$ cat config.mk
export PLATFORM = sky130hd
export DESIGN_NAME = instr_encoder_loader
export DESIGN_NICKNAME = d
export VERILOG_FILES = /design/src/rtl/instr_encoder_loader.sv
export SDC_FILE = /design/constraint.sdc
export NUM_CORES = 1
export LEC_CHECK = 0
export BUFFER_PORTS_ARGS = -buffer_cell sky130_fd_sc_hd__buf_2
export CORE_AREA = 3 3 130 132
export DETAILED_ROUTE_END_ITERATION = 10
export DIE_AREA = 0 0 133 135
export PLACE_DENSITY = 0.79
export SLEW_MARGIN = 20
export SYNTH_ARGS = -nofsm -noshare
export SYNTH_HDL_FRONTEND = slang
export SYNTH_SLANG_ARGS = --single-unit
$ cat constraint.sdc
create_clock -name clk -period 4.35 [get_ports clk]
set_input_delay 0.2175 -clock clk [delete_from_list [all_inputs] [get_ports clk]]
set_output_delay 0.2175 -clock clk [all_outputs]
set_load 0.05 [all_outputs]
$ cat src/rtl/instr_encoder_loader.sv
// instr_encoder_loader: encodes a mnemonic index plus register/immediate
// fields into a 32-bit MIPS instruction word. Encoded words are buffered in a
// DEPTH-entry FIFO and streamed out with auto-incrementing instruction-memory
// addresses, starting at BASE_ADDR after reset.
//
// Optional feature: define ENC_FIELD_CHECK_EN to reject a legal mnemonic that
// carries a nonzero value in any field it does not use. Without the macro,
// unused fields are forced to zero and only indices 29..31 are rejected.
module instr_encoder_loader #(
    parameter int          DEPTH     = 4,
    parameter logic [31:0] BASE_ADDR = 32'h0000_3000
) (
    input  logic                       clk,
    input  logic                       reset,
    input  logic                       in_valid,
    output logic                       in_ready,
    input  logic [4:0]                 in_mnem,
    input  logic [4:0]                 in_rs,
    input  logic [4:0]                 in_rt,
    input  logic [4:0]                 in_rd,
    input  logic [15:0]                in_imm,
    input  logic [25:0]                in_target,
    output logic                       out_valid,
    input  logic                       out_ready,
    output logic [31:0]                out_data,
    output logic [31:0]                out_addr,
    output logic [$clog2(DEPTH):0]     count,
    output logic                       err
);

    localparam int PW = $clog2(DEPTH);
    localparam int CW = PW + 1;
    localparam logic [CW-1:0] DEPTH_C = CW'(DEPTH);

    localparam logic [1:0] FMT_R = 2'd0;
    localparam logic [1:0] FMT_I = 2'd1;
    localparam logic [1:0] FMT_J = 2'd2;

    logic [11:0]   opfn_s;
    logic [1:0]    fmt_s;
    logic          use_rs_s, use_rt_s, use_rd_s, use_imm_s, use_tgt_s;
    logic          illegal_s;
    logic          reject_s;
    logic [31:0]   enc_word_s;
    logic          push_s, pop_s;
    logic [CW-1:0] count_nxt_s;
    logic [PW-1:0] rd_ptr_nxt_s;
    logic [31:0]   head_nxt_s;

    logic [31:0]   mem_r [DEPTH];
    logic [PW-1:0] wr_ptr_r, rd_ptr_r;
    logic [CW-1:0] count_r;
    logic [31:0]   out_data_r, out_addr_r;
    logic          out_valid_r, in_ready_r, err_r;

    // Opcode and funct lookup for each mnemonic index.
    always_comb begin
        opfn_s = {6'h00, 6'h00};
        case (in_mnem)
            5'd0:    opfn_s = {6'h00, 6'h20};
            5'd1:    opfn_s = {6'h00, 6'h22};
            5'd2:    opfn_s = {6'h00, 6'h24};
            5'd3:    opfn_s = {6'h00, 6'h25};
            5'd4:    opfn_s = {6'h00, 6'h2A};
            5'd5:    opfn_s = {6'h00, 6'h2B};
            5'd6:    opfn_s = {6'h0D, 6'h00};
            5'd7:    opfn_s = {6'h08, 6'h00};
            5'd8:    opfn_s = {6'h0C, 6'h00};
            5'd9:    opfn_s = {6'h23, 6'h00};
            5'd10:   opfn_s = {6'h21, 6'h00};
            5'd11:   opfn_s = {6'h20, 6'h00};
            5'd12:   opfn_s = {6'h2B, 6'h00};
            5'd13:   opfn_s = {6'h29, 6'h00};
            5'd14:   opfn_s = {6'h28, 6'h00};
            5'd15:   opfn_s = {6'h04, 6'h00};
            5'd16:   opfn_s = {6'h05, 6'h00};
            5'd17:   opfn_s = {6'h0F, 6'h00};
            5'd18:   opfn_s = {6'h02, 6'h00};
            5'd19:   opfn_s = {6'h03, 6'h00};
            5'd20:   opfn_s = {6'h00, 6'h08};
            5'd21:   opfn_s = {6'h00, 6'h18};
            5'd22:   opfn_s = {6'h00, 6'h19};
            5'd23:   opfn_s = {6'h00, 6'h1A};
            5'd24:   opfn_s = {6'h00, 6'h1B};
            5'd25:   opfn_s = {6'h00, 6'h12};
            5'd26:   opfn_s = {6'h00, 6'h10};
            5'd27:   opfn_s = {6'h00, 6'h13};
            5'd28:   opfn_s = {6'h00, 6'h11};
            default: opfn_s = {6'h00, 6'h00};
        endcase
    end

    // Instruction format and which input fields each mnemonic group consumes.
    always_comb begin
        fmt_s     = FMT_R;
        use_rs_s  = 1'b0;
        use_rt_s  = 1'b0;
        use_rd_s  = 1'b0;
        use_imm_s = 1'b0;
        use_tgt_s = 1'b0;
        illegal_s = 1'b0;
        case (in_mnem)
            5'd0, 5'd1, 5'd2, 5'd3, 5'd4, 5'd5: begin
                use_rs_s = 1'b1; use_rt_s = 1'b1; use_rd_s = 1'b1;
            end
            5'd6, 5'd7, 5'd8, 5'd9, 5'd10, 5'd11, 5'd12, 5'd13, 5'd14, 5'd15, 5'd16: begin
                fmt_s = FMT_I; use_rs_s = 1'b1; use_rt_s = 1'b1; use_imm_s = 1'b1;
            end
            5'd17: begin
                fmt_s = FMT_I; use_rt_s = 1'b1; use_imm_s = 1'b1;
            end
            5'd18, 5'd19: begin
                fmt_s = FMT_J; use_tgt_s = 1'b1;
            end
            5'd20, 5'd27, 5'd28: begin
                use_rs_s = 1'b1;
            end
            5'd21, 5'd22, 5'd23, 5'd24: begin
                use_rs_s = 1'b1; use_rt_s = 1'b1;
            end
            5'd25, 5'd26: begin
                use_rd_s = 1'b1;
            end
            default: illegal_s = 1'b1;
        endcase
    end

    // Assemble the word from masked fields so unused fields always encode as zero.
    always_comb begin
        logic [4:0]  rs_m, rt_m, rd_m;
        logic [15:0] imm_m;
        logic [25:0] tgt_m;
        rs_m  = use_rs_s  ? in_rs     : 5'd0;
        rt_m  = use_rt_s  ? in_rt     : 5'd0;
        rd_m  = use_rd_s  ? in_rd     : 5'd0;
        imm_m = use_imm_s ? in_imm    : 16'd0;
        tgt_m = use_tgt_s ? in_target : 26'd0;
        case (fmt_s)
            FMT_R:   enc_word_s = {opfn_s[11:6], rs_m, rt_m, rd_m, 5'd0, opfn_s[5:0]};
            FMT_I:   enc_word_s = {opfn_s[11:6], rs_m, rt_m, imm_m};
            FMT_J:   enc_word_s = {opfn_s[11:6], tgt_m};
            default: enc_word_s = 32'd0;
        endcase
    end

`ifdef ENC_FIELD_CHECK_EN
    // Reject illegal indices and legal mnemonics carrying junk in unused fields.
    always_comb begin
        reject_s = illegal_s
                 | (!use_rs_s  && (in_rs     != 5'd0))
                 | (!use_rt_s  && (in_rt     != 5'd0))
                 | (!use_rd_s  && (in_rd     != 5'd0))
                 | (!use_imm_s && (in_imm    != 16'd0))
                 | (!use_tgt_s && (in_target != 26'd0));
    end
`else
    // Reject only illegal mnemonic indices; unused fields are masked off.
    always_comb begin
        reject_s = illegal_s;
    end
`endif

    // FIFO handshake, next occupancy and next head word.
    always_comb begin
        push_s       = in_valid & in_ready_r & ~reject_s;
        pop_s        = out_valid_r & out_ready;
        rd_ptr_nxt_s = pop_s ? (rd_ptr_r + PW'(1)) : rd_ptr_r;
        case ({push_s, pop_s})
            2'b10:   count_nxt_s = count_r + CW'(1);
            2'b01:   count_nxt_s = count_r - CW'(1);
            default: count_nxt_s = count_r;
        endcase
        // The new head is the incoming word when it lands exactly at the head slot.
        if (push_s && (rd_ptr_nxt_s == wr_ptr_r)) begin
            head_nxt_s = enc_word_s;
        end else begin
            head_nxt_s = mem_r[rd_ptr_nxt_s];
        end
    end

    // FIFO storage write; contents need no reset since occupancy gates visibility.
    always_ff @(posedge clk) begin
        if (push_s) begin
            mem_r[wr_ptr_r] <= enc_word_s;
        end
    end

    // Pointers, occupancy, registered outputs and the error pulse.
    always_ff @(posedge clk) begin
        if (reset) begin
            wr_ptr_r    <= '0;
            rd_ptr_r    <= '0;
            count_r     <= '0;
            out_valid_r <= 1'b0;
            in_ready_r  <= 1'b1;
            err_r       <= 1'b0;
            out_addr_r  <= BASE_ADDR;
            out_data_r  <= 32'd0;
        end else begin
            wr_ptr_r    <= push_s ? (wr_ptr_r + PW'(1)) : wr_ptr_r;
            rd_ptr_r    <= rd_ptr_nxt_s;
            count_r     <= count_nxt_s;
            out_valid_r <= (count_nxt_s != '0);
            in_ready_r  <= (count_nxt_s < DEPTH_C);
            err_r       <= in_valid & in_ready_r & reject_s;
            out_addr_r  <= pop_s ? (out_addr_r + 32'd4) : out_addr_r;
            if (count_nxt_s != '0) begin
                out_data_r <= head_nxt_s;
            end else begin
                out_data_r <= out_data_r;
            end
        end
    end

    assign in_ready  = in_ready_r;
    assign out_valid = out_valid_r;
    assign out_data  = out_data_r;
    assign out_addr  = out_addr_r;
    assign count     = count_r;
    assign err       = err_r;

endmodule

==> Yosys cells after proc, flatten, opt, wreduce, memory -nomap -nowiden <==
Memory sizes are Yosys's and may differ from the RTL's. A register that Yosys moved wholly into a read port is not among the register bits.
Index checks and enable logic that the tools add are counted.
{ "word_totals": {"ff_bits": 42, "ram_bits": 128, "rom_bits": 352, "out_inout_bits": 70, "word_cells": 77, "mem_count": 2} }
{ "mem_list": {"columns": ["memory", "depth", "width", "rd", "rd_clocked_by_memory_dff", "write_ports", "line", "rtl"], "rows": [
  ["(name not given)", 32, 11, 1, 0, 0, "59", "case (in_mnem)"],
  ["mem_r", 4, 32, 1, 1, 1, "50", "logic [31:0] mem_r [DEPTH];"]
]} }
{ "classes": {"addsub": 5, "order_cmp": 1, "eq_ne": 32, "mux": 17, "bitwise_logic": 4, "reduce_logical": 9} }
{ "ops": {"columns": ["op", "count"], "rows": [
  ["$pmux W32 S3", 1],
  ["$eq A5 B5 Y1 const B", 13],
  ["$eq A5 B4 Y1 const B", 8],
  ["$add A32 B3 Y32 const B", 1],
  ["$reduce_or A29 Y1", 1],
  ["$mux W26", 1],
  ["$reduce_or A24 Y1", 1],
  ["$reduce_or A22 Y1", 1],
  ["$eq A5 B3 Y1 const B", 4],
  ["$mux W16", 1],
  ["$mux W5", 3],
  ["$reduce_or A12 Y1", 1],
  ["$eq A5 B2 Y1 const B", 2],
  ["$mux W1", 8],
  ["$reduce_or A8 Y1", 1],
  ["$pmux W3 S2", 1],
  ["$eq A5 B1 Y1 const B", 1],
  ["$logic_not A5 Y1", 1],
  ["$add A2 B1 Y2 const B", 2],
  ["$and A1 B1 Y1", 4],
  ["$eq A2 B1 Y1 const B", 2],
  ["$eq A2 B2 Y1 const B", 2],
  ["$pmux W2 S2", 1],
  ["$add A3 B1 Y3 const B", 1],
  ["6 further kinds", 6]
]} }

==> Longest topological paths before layout <==
Gate-level depths: netlist of run 1.
{ "logic_depth": {"ltp_word": 6, "ltp_mapped": 17} }

==> Least setup slack after synthesis of run 1 <==
Ideal clock, no wire load.
{ "synth_path": {"kind": "flip-flop to flip-flop", "from": "reg out_valid_r, in the netlist out_valid", "to": "reg out_data_r[0], in the netlist out_data[0] (read register of mem_r)", "setup_time_ns": 0.122, "t_arrival_ns": 3.358, "required_ns": 4.228, "path_slack_ns": 0.871, "path_stages_with_launch": 15, "n_path_buf": 3, "path_cell_list": "dfxtp_1 -> nand2_1 -> inv_2 -> buf_1 -> ha_1 -> inv_1 -> fa_1 -> xnor3_1 -> o31ai_1 -> or2_1 -> buf_2 -> or2_1 -> buf_6 -> a211oi_2 -> a221o_1"} }
{ "synth_via": {"elab_chain_len": 4, "elab_cells_between_ends": 6, "classes_between": "2 x eq/ne; 2 x mux; 1 x bitwise; 1 x reduce/logical"} }
{ "synth_lines": {"columns": ["item", "line", "rtl"], "rows": [
  ["start: declaration", "54", "logic out_valid_r, in_ready_r, err_r;"],
  ["start signal: assignment", "203", "out_valid_r <= (count_nxt_s != '0);"],
  ["$and A1 B1 Y1 *", "166", "pop_s = out_valid_r & out_ready;"],
  ["via pop_s", "45", "logic push_s, pop_s;"],
  ["$eq A2 B1 Y1 or $eq A2 B2 Y1 (tied branches)", "168", "case ({push_s, pop_s})"],
  ["$pmux W3 S2", "168", null],
  ["$reduce_bool A3 Y1", "207", "if (count_nxt_s != '0) begin"],
  ["end: declaration", "53", "logic [31:0] out_data_r, out_addr_r;"]
]} }
The timed path passes the listed nets; every way through them passes the cells marked *.
A chain may end at the register's enable or synchronous reset.

==> Worst setup path after layout of run 1 <==
{ "layout_path": {"from": "in in_mnem[1]", "to": "reg out_data_r[23], in the netlist out_data[23] (read register of mem_r)"} }
{ "layout_via": {"elab_chain_len": 6, "elab_cells_between_ends": 35, "classes_between": "30 x eq/ne; 1 x mux; 1 x bitwise; 3 x reduce/logical"} }
{ "layout_lines": {"columns": ["item", "line", "rtl"], "rows": [
  ["start: declaration", "17", "input logic [4:0] in_mnem,"],
  ["$eq A5 B5 Y1 (tied with other cells)", "102", "case (in_mnem)"],
  ["$reduce_or A29 Y1 (no source line) *", null, null],
  ["$and A1 B1 Y1 *", "165", "push_s = in_valid & in_ready_r & ~reject_s;"],
  ["$eq A2 B1 Y1 or $eq A2 B2 Y1 (tied branches)", "168", null],
  ["$pmux W3 S2 *", "168", null],
  ["$reduce_bool A3 Y1 *", "207", null]
]} }
Mark *: on every way between the ends. The rest lies on a longest branch, timed or not.

==> impl_metrics.py, run 1 <==
metrics = {
    "critical_path": {
        "worstSetupPathType": "in2reg",
        "cp.arrival_ns": 3.90,
        "path_max_fanout": 18,
        "start_kind": "input pin",
        "required_ns": 4.67,
        "worstSetupEndpointType": "flip-flop",
    },
    "layout": {
        "final_layout_size_suffix_gt1_share_pct": 24.7,
        "num_antenna_cells": 0,
        "nNetsFinal": 960,
        "area_delta_synth_final_pct": 14.9,
    },
    "global_routing": {
        "antenna_found_initial": 0,
        "grt_pass1_vias": 6329,
        "use_met2_pct": 38.6,
        "busiest_layer": "met2",
        "use_met1_pct": 31.9,
        "grt_max_degree": 41,
        "grt_use_total_pct": 24.0,
        "use_met3_pct": 6.18,
        "grt_pass1_wl_um": 33800,
        "grt.overflow.total": 0,
    },
    "yosys": {
        "ys_warn_count": 0,
        "ys_seq_elements": 195,
        "synth_common_cells": "edfxtp_1 (124), dfxtp_1 (71), nor2_1 (43)",
        "ys.flop_type": "edfxtp_1",
        "yosys.cell_count.top_type": "edfxtp_1",
        "yosys-top-cells-area": "edfxtp_1 (41%), dfxtp_1 (16%), mux2i_1 (3.3%)",
        "yosys.area.top_type": "edfxtp_1",
        "netlist_instances": 768,
        "synth_edf_count": 124,
        "syn-cell-area_sq_um": 9030,
        "async_reset_ff_share_pct": 0,
        "syn_avg_cell_area_sq_um": 11.8,
        "netlist.area_leader.share_pct": 41.2,
        "synth_seq_area_share_pct": 57.0,
        "ys_types": 66,
    },
    "floorplanning": {
        "io_pins": 136,
        "start_util_pct": 57.1,
        "rows": 46,
        "core_area_sq_um": 15800,
        "die_w_um": 133,
        "die_area_sq_um": 18000,
        "fp.dieH_um": 135,
    },
    "flow_run": {
        "cap_violations": 0,
    },
    "routing": {
        "routedWlPerCell_um": 19.2,
        "ant_nets": 0,
        "first_pass_iters": 5,
        "via_count": 6679,
        "routed_wl_um": 21300,
        "drt_iter0_markers": 600,
        "viasPerCell": 6.02,
        "drc_errors": 0,
    },
    "timing": {
        "fmax_ghz": 0.279,
        "rsz0062_at_grt": "false",
        "slew_violations": 0,
        "final.setup_skew_ns": 0.00962,
        "slew_headroom_pct": 43.9,
        "tightest_slew_ns": 0.833,
        "fin_tns_setup_ns": 0,
        "fin_crit_sh_pct": 82.3,
        "setup_viol": 0,
        "hold_violations": 0,
        "period_needed_ns": 3.58,
    },
    "place": {
        "place_congestion": 0.910,
        "dpl.hpwl_um": 14100,
        "portBuffers": 132,
    },
    "pwr": {
        "p_leak_uw": 0.00390,
        "power_density_nw_per_um2": 530,
        "power_uw": 5500,
        "max-vdd-ir-drop_mv": 0.352,
    },
    "clock_tree": {
        "cts_setup_buffers": 0,
        "cts.path.max_buffers": 2,
        "numCtsBuffers": 17,
        "cts-root-buf": "clkbuf_16",
        "htree_levels": 4,
        "clk_latency_ns": 0.44,
        "clkTransAtPathRegs_ns": 0.07,
        "cts_resized": 0,
        "cts_hold_buf": 0,
        "cts_sinks": 195,
        "cts_tree": "built",
    },
    "min_path": {
        "hold_class": "in2reg",
    },
    "status": {
        "status": "finished, final reports clean",
    },
}
## cells in the final DEF, fill, tap and decap left out, types with 15 or more instances in the layout
| cell type | instances |
|---|---|
| mux2i_1 | 30 |
| nor3_1 | 17 |
| inv_1 | 21 |
| edfxtp_1 | 124 |
| o21ai_1 | 18 |
| dfxtp_1 | 71 |
| a221o_1 | 19 |
| buf_2 | 132 |
| xor2_1 | 16 |
| buf_4 | 15 |
| o22ai_1 | 37 |
| nand2_1 | 41 |
| clkbuf_16 | 18 |
| nor2_1 | 43 |
| o21ai_0 | 31 |
| a21oi_1 | 33 |
## per-layer routing
layer  vias up  share of wire, %
met2       256                49
met1      3237                43
met5         -                 0
met4         0               1.8
li1       3148                 -
met3        38               6.8
## kinds of logic (layout without fill, tap and decap cells)
logic type / count (synthesis) / count (layout) / synth area share, %
adders and majority gates: 14 / 14 / 2.02
buffers and inverters: 80 / 203 / 4.16
other: 1 / 3 / 0.0415
AOI/OAI and AO/OA: 220 / 220 / 18.1
xor gates and xnor gates: 29 / 29 / 2.96
muxes: 37 / 37 / 4.45
DFF: 195 / 195 / 57.0
and+or+nand+nor: 192 / 192 / 11.3
## registers in the layout (all words and copies together) (netlist names)
name and count:
count 3, out_data 31, rd_ptr_r 2, mem_r 124, err 1, in_ready 1, out_valid 1, wr_ptr_r 2
out_addr 30
## worst max-delay path, stage by stage
cell	delay, ns
buf_2	0.17
inv_1	0.13
ha_1	0.37
nor4_4	0.51
a311oi_2	0.18
inv_1	0.13
ha_1	0.21
inv_1	0.06
fa_1	0.40
xnor3_1	0.19
o31ai_1	0.27
or2_1	0.16
buf_4	0.27
nor2_1	0.18
and3_1	0.20
a221o_1	0.26
## final cells by class
| cell class | count | area (sq um) |
|---|---|---|
| flip-flops and latches | 195 | 5140 |
| well taps | 216 | 270 |
| inverters | 24 | 90.1 |
| repair buffers | 147 | 773 |
| fillers | 1201 | 5450 |
| multi-input cells | 495 | 3540 |
| clock buffers | 23 | 480 |
| clock inverters | 9 | 77.6 |
## path summary, 6_finish.rpt
| check | start | end | slack, ns | depth (start not counted) |
|---|---|---|---|---|
| worst max-delay path | in_mnem[1] | out_data[23] | 0.77 | 16 |
| worst min-delay path | in_valid | err | 0.11 | 3 |
| worst max register to register | out_valid | out_data[23] | 0.93 | 13 |
| worst min register to register | out_data[10] | out_data[10] | 0.45 | 2 |
## power breakdown
group / internal (uW) / leakage (uW) / switching [uW]
clock: 838 / 0.000284 / 659
sequential: 2200 / 0.00173 / 151
combinational: 483 / 0.00189 / 1160
total: 3520 / 0.00390 / 1970
## metrics by stage
step	hold WS, ns	instance area (sq um)	util [%]	setup slack (ns)	std cells
final	0.108	10400	65.5	0.772	1109
after global routing	0.0972	10400	65.5	0.391	1109
after CTS	0.0920	10400	65.5	0.782	1109
after detailed placement	0.442	9820	62.0	0.330	1077
after global placement	0.436	9820	62.0	0.443	1077
after floorplan	0.337	9040	-	0.871	770
Note: power is estimated with default switching activity, not from simulation.
==> inputs of run 2 (changes only) <==
--- a/config.mk
+++ b/config.mk
@@ -6,10 +6,10 @@
 export NUM_CORES = 1
 export LEC_CHECK = 0
 export BUFFER_PORTS_ARGS = -buffer_cell sky130_fd_sc_hd__buf_2
-export CORE_AREA = 3 3 130 132
+export CORE_AREA = 3 3 136 138
 export DETAILED_ROUTE_END_ITERATION = 10
-export DIE_AREA = 0 0 133 135
-export PLACE_DENSITY = 0.79
+export DIE_AREA = 0 0 139 141
+export PLACE_DENSITY = 0.76
 export SLEW_MARGIN = 20
 export SYNTH_ARGS = -nofsm -noshare
 export SYNTH_HDL_FRONTEND = slang
==> constraint.sdc (replaced) <==
create_clock -name clk -period 2.95 [get_ports clk]
set_input_delay 0.1475 -clock clk [delete_from_list [all_inputs] [get_ports clk]]
set_output_delay 0.1475 -clock clk [all_outputs]
set_load 0.05 [all_outputs]
==> impl_metrics.py, run 2 (same netlist as run 1, synthesis figures left out) <==
metrics = {
    "clock_tree": {
        "cts_sinks": 195,
        "cts_hold_buf": 0,
        "cts-root-buf": "clkbuf_16",
        "htree_levels": 4,
        "numCtsBuffers": 17,
        "cts_tree": "built",
        "clk_latency_ns": 0.44,
        "clkTransAtPathRegs_ns": 0.08,
        "cts.path.max_buffers": 2,
    },
    "global_routing": {
        "grt_pass1_wl_um": 34400,
        "antenna_found_initial": 0,
        "grt_max_degree": 40,
        "grt.overflow.total": 0,
        "grt_pass1_vias": 6606,
        "grt_use_total_pct": 21.9,
    },
    "pwr": {
        "seqPwrFrac_pct": 41.1,
        "clockPowerShare_pct": 27.5,
        "power_density_nw_per_um2": 779,
        "max-vdd-ir-drop_mv": 0.503,
        "netSwitchingPower_uw": 3100,
        "sw_frac_of_total_pct": 36.8,
        "p_leak_uw": 0.00412,
        "internal-power_uw": 5330,
        "comb_power_share_pct": 31.4,
    },
    "flow_run": {
        "cap_violations": 0,
    },
    "floorplanning": {
        "fp.dieH_um": 141,
        "core_area_sq_um": 17300,
        "rows": 48,
        "io_pins": 136,
        "die_area_sq_um": 19600,
        "start_util_pct": 52.2,
        "die_w_um": 139,
    },
    "layout": {
        "layout_common_cells": "buf_2 (132), edfxtp_1 (124), dfxtp_1 (69)",
        "nNetsFinal": 999,
        "top_register": "mem_r",
        "num_antenna_cells": 0,
        "fin_util_pct": 62.6,
        "area_delta_synth_final_pct": 19.8,
        "fill_cells": 1370,
        "final_layout_size_suffix_gt1_share_pct": 29.0,
        "fin_area_sq_um": 10800,
        "largest_register_ff_count": 124,
        "mostFrequentLayoutCell": "buf_2",
        "instances_no_fill": 1157,
    },
    "timing": {
        "slew_violations": 0,
        "fmax_ghz": 0.347,
        "hold_violations": 0,
        "final.setup_skew_ns": 0.0132,
        "setup_slack_ns": 0.0695,
        "period_needed_ns": 2.88,
        "fin_tns_setup_ns": 0,
        "fin_crit_sh_pct": 97.6,
        "setup_viol": 0,
        "slew_headroom_pct": 40.4,
        "tightest_slew_ns": 0.894,
    },
    "critical_path": {
        "cp-startpoint": "in_ready",
        "path_max_fanout": 5,
        "worstSetupEndpointType": "flip-flop",
        "rr_startpoint": "in_ready",
        "start_kind": "flip-flop",
        "cp.arrival_ns": 3.19,
        "required_ns": 3.26,
        "worstSetupPathType": "reg2reg",
    },
    "min_path": {
        "hold_class": "in2reg",
        "hp-start": "in_valid",
    },
    "routing": {
        "viasPerCell": 5.96,
        "drc_errors": 0,
        "routedWlPerCell_um": 18.8,
        "via_count": 6896,
        "ant_nets": 0,
        "first_pass_iters": 5,
        "drt_iter0_markers": 395,
        "routed_wl_um": 21800,
    },
    "place": {
        "dp.cells": 1124,
        "place_congestion": 0.931,
        "dp_slack_ns": -0.260,
        "placed_cell_area_sq_um": 10200,
        "dpl.hpwl_um": 14900,
        "portBuffers": 132,
    },
    "status": {
        "status": "finished, final reports clean",
    },
}
==> run 2: cell count changes in the layout (fill, tap and decap cells not counted), sizes merged <==
| cell | delta |
|---|---|
| buf | +39 |
| clkbuf | -6 |
| clkinv | -1 |
| clkinvlp | +2 |
| inv | +5 |
==> run 2: cell type report <==
cell class	instances	area, sq um	area share, %
clock inverter	15	183	1.69
timing repair buffer	186	1130	10.4
multi-input combinational	495	3560	32.9
clock buffer	17	425	3.93
tap	225	282	2.60
inverter	24	90.1	0.833
sequential	195	5150	47.6
==> run 2: power groups by stage <==
stage                     Sequential (uW)  Combinational, uW  Clock (uW)
after floorplan                      4190               1170           0
after global placement               3510               2570           0
after detailed placement             3510               2620           0
after CTS                            3460               2640        2350
after global routing                 3490               2810        2460
final                                3460               2650        2320
==> run 2: path summary, 6_finish.rpt <==
kind / to / slack, ns / cells past startpoint
worst min-delay path: err / 0.05 / 3
worst max register to register: out_data[21] / 0.07 / 13
worst min register to register: out_data[10] / 0.45 / 2
worst max-delay path: out_data[21] / 0.07 / 13
==> run 2: stage by stage <==
| stage | hold slack (ns) | power, uW |
|---|---|---|
| 3_5_place_dp | 0.440 | 6140 |
| 6_report | 0.0508 | 8430 |
| 4_1_cts | 0.106 | 8450 |
| 3_3_place_gp | 0.433 | 6070 |
| 5_1_grt | 0.0531 | 8770 |
| 2_1_floorplan | 0.267 | 5350 |
==> run 2: worst max-delay path: stages (launching register included) <==
cell and delay [ns]:
dfxtp_2 0.36, nand2_2 0.10, a311oi_4 0.36, inv_1 0.09, ha_2 0.20, inv_1 0.08
fa_1 0.22, xnor3_1 0.25, o31ai_2 0.21, or2_1 0.22, buf_4 0.16, nor2b_4 0.05
buf_4 0.15, a221o_1 0.30
==> run 2: repair_timing <==
item / 4_1_cts / 5_1_grt
buffers inserted: 0 / 1
setup endpoints to repair: 0 / 14
resized for setup: 0 / 3
==> run 2: metal layers <==
layer  global-route usage, %  share of wire, %  vias to the layer above
li1                        -                 -                     3238
met1                    28.7                42                     3319
met2                    36.1                49                      302
met3                    4.55               7.5                       37
met4                    8.29               2.0                        0
met5                       0                 0                        -
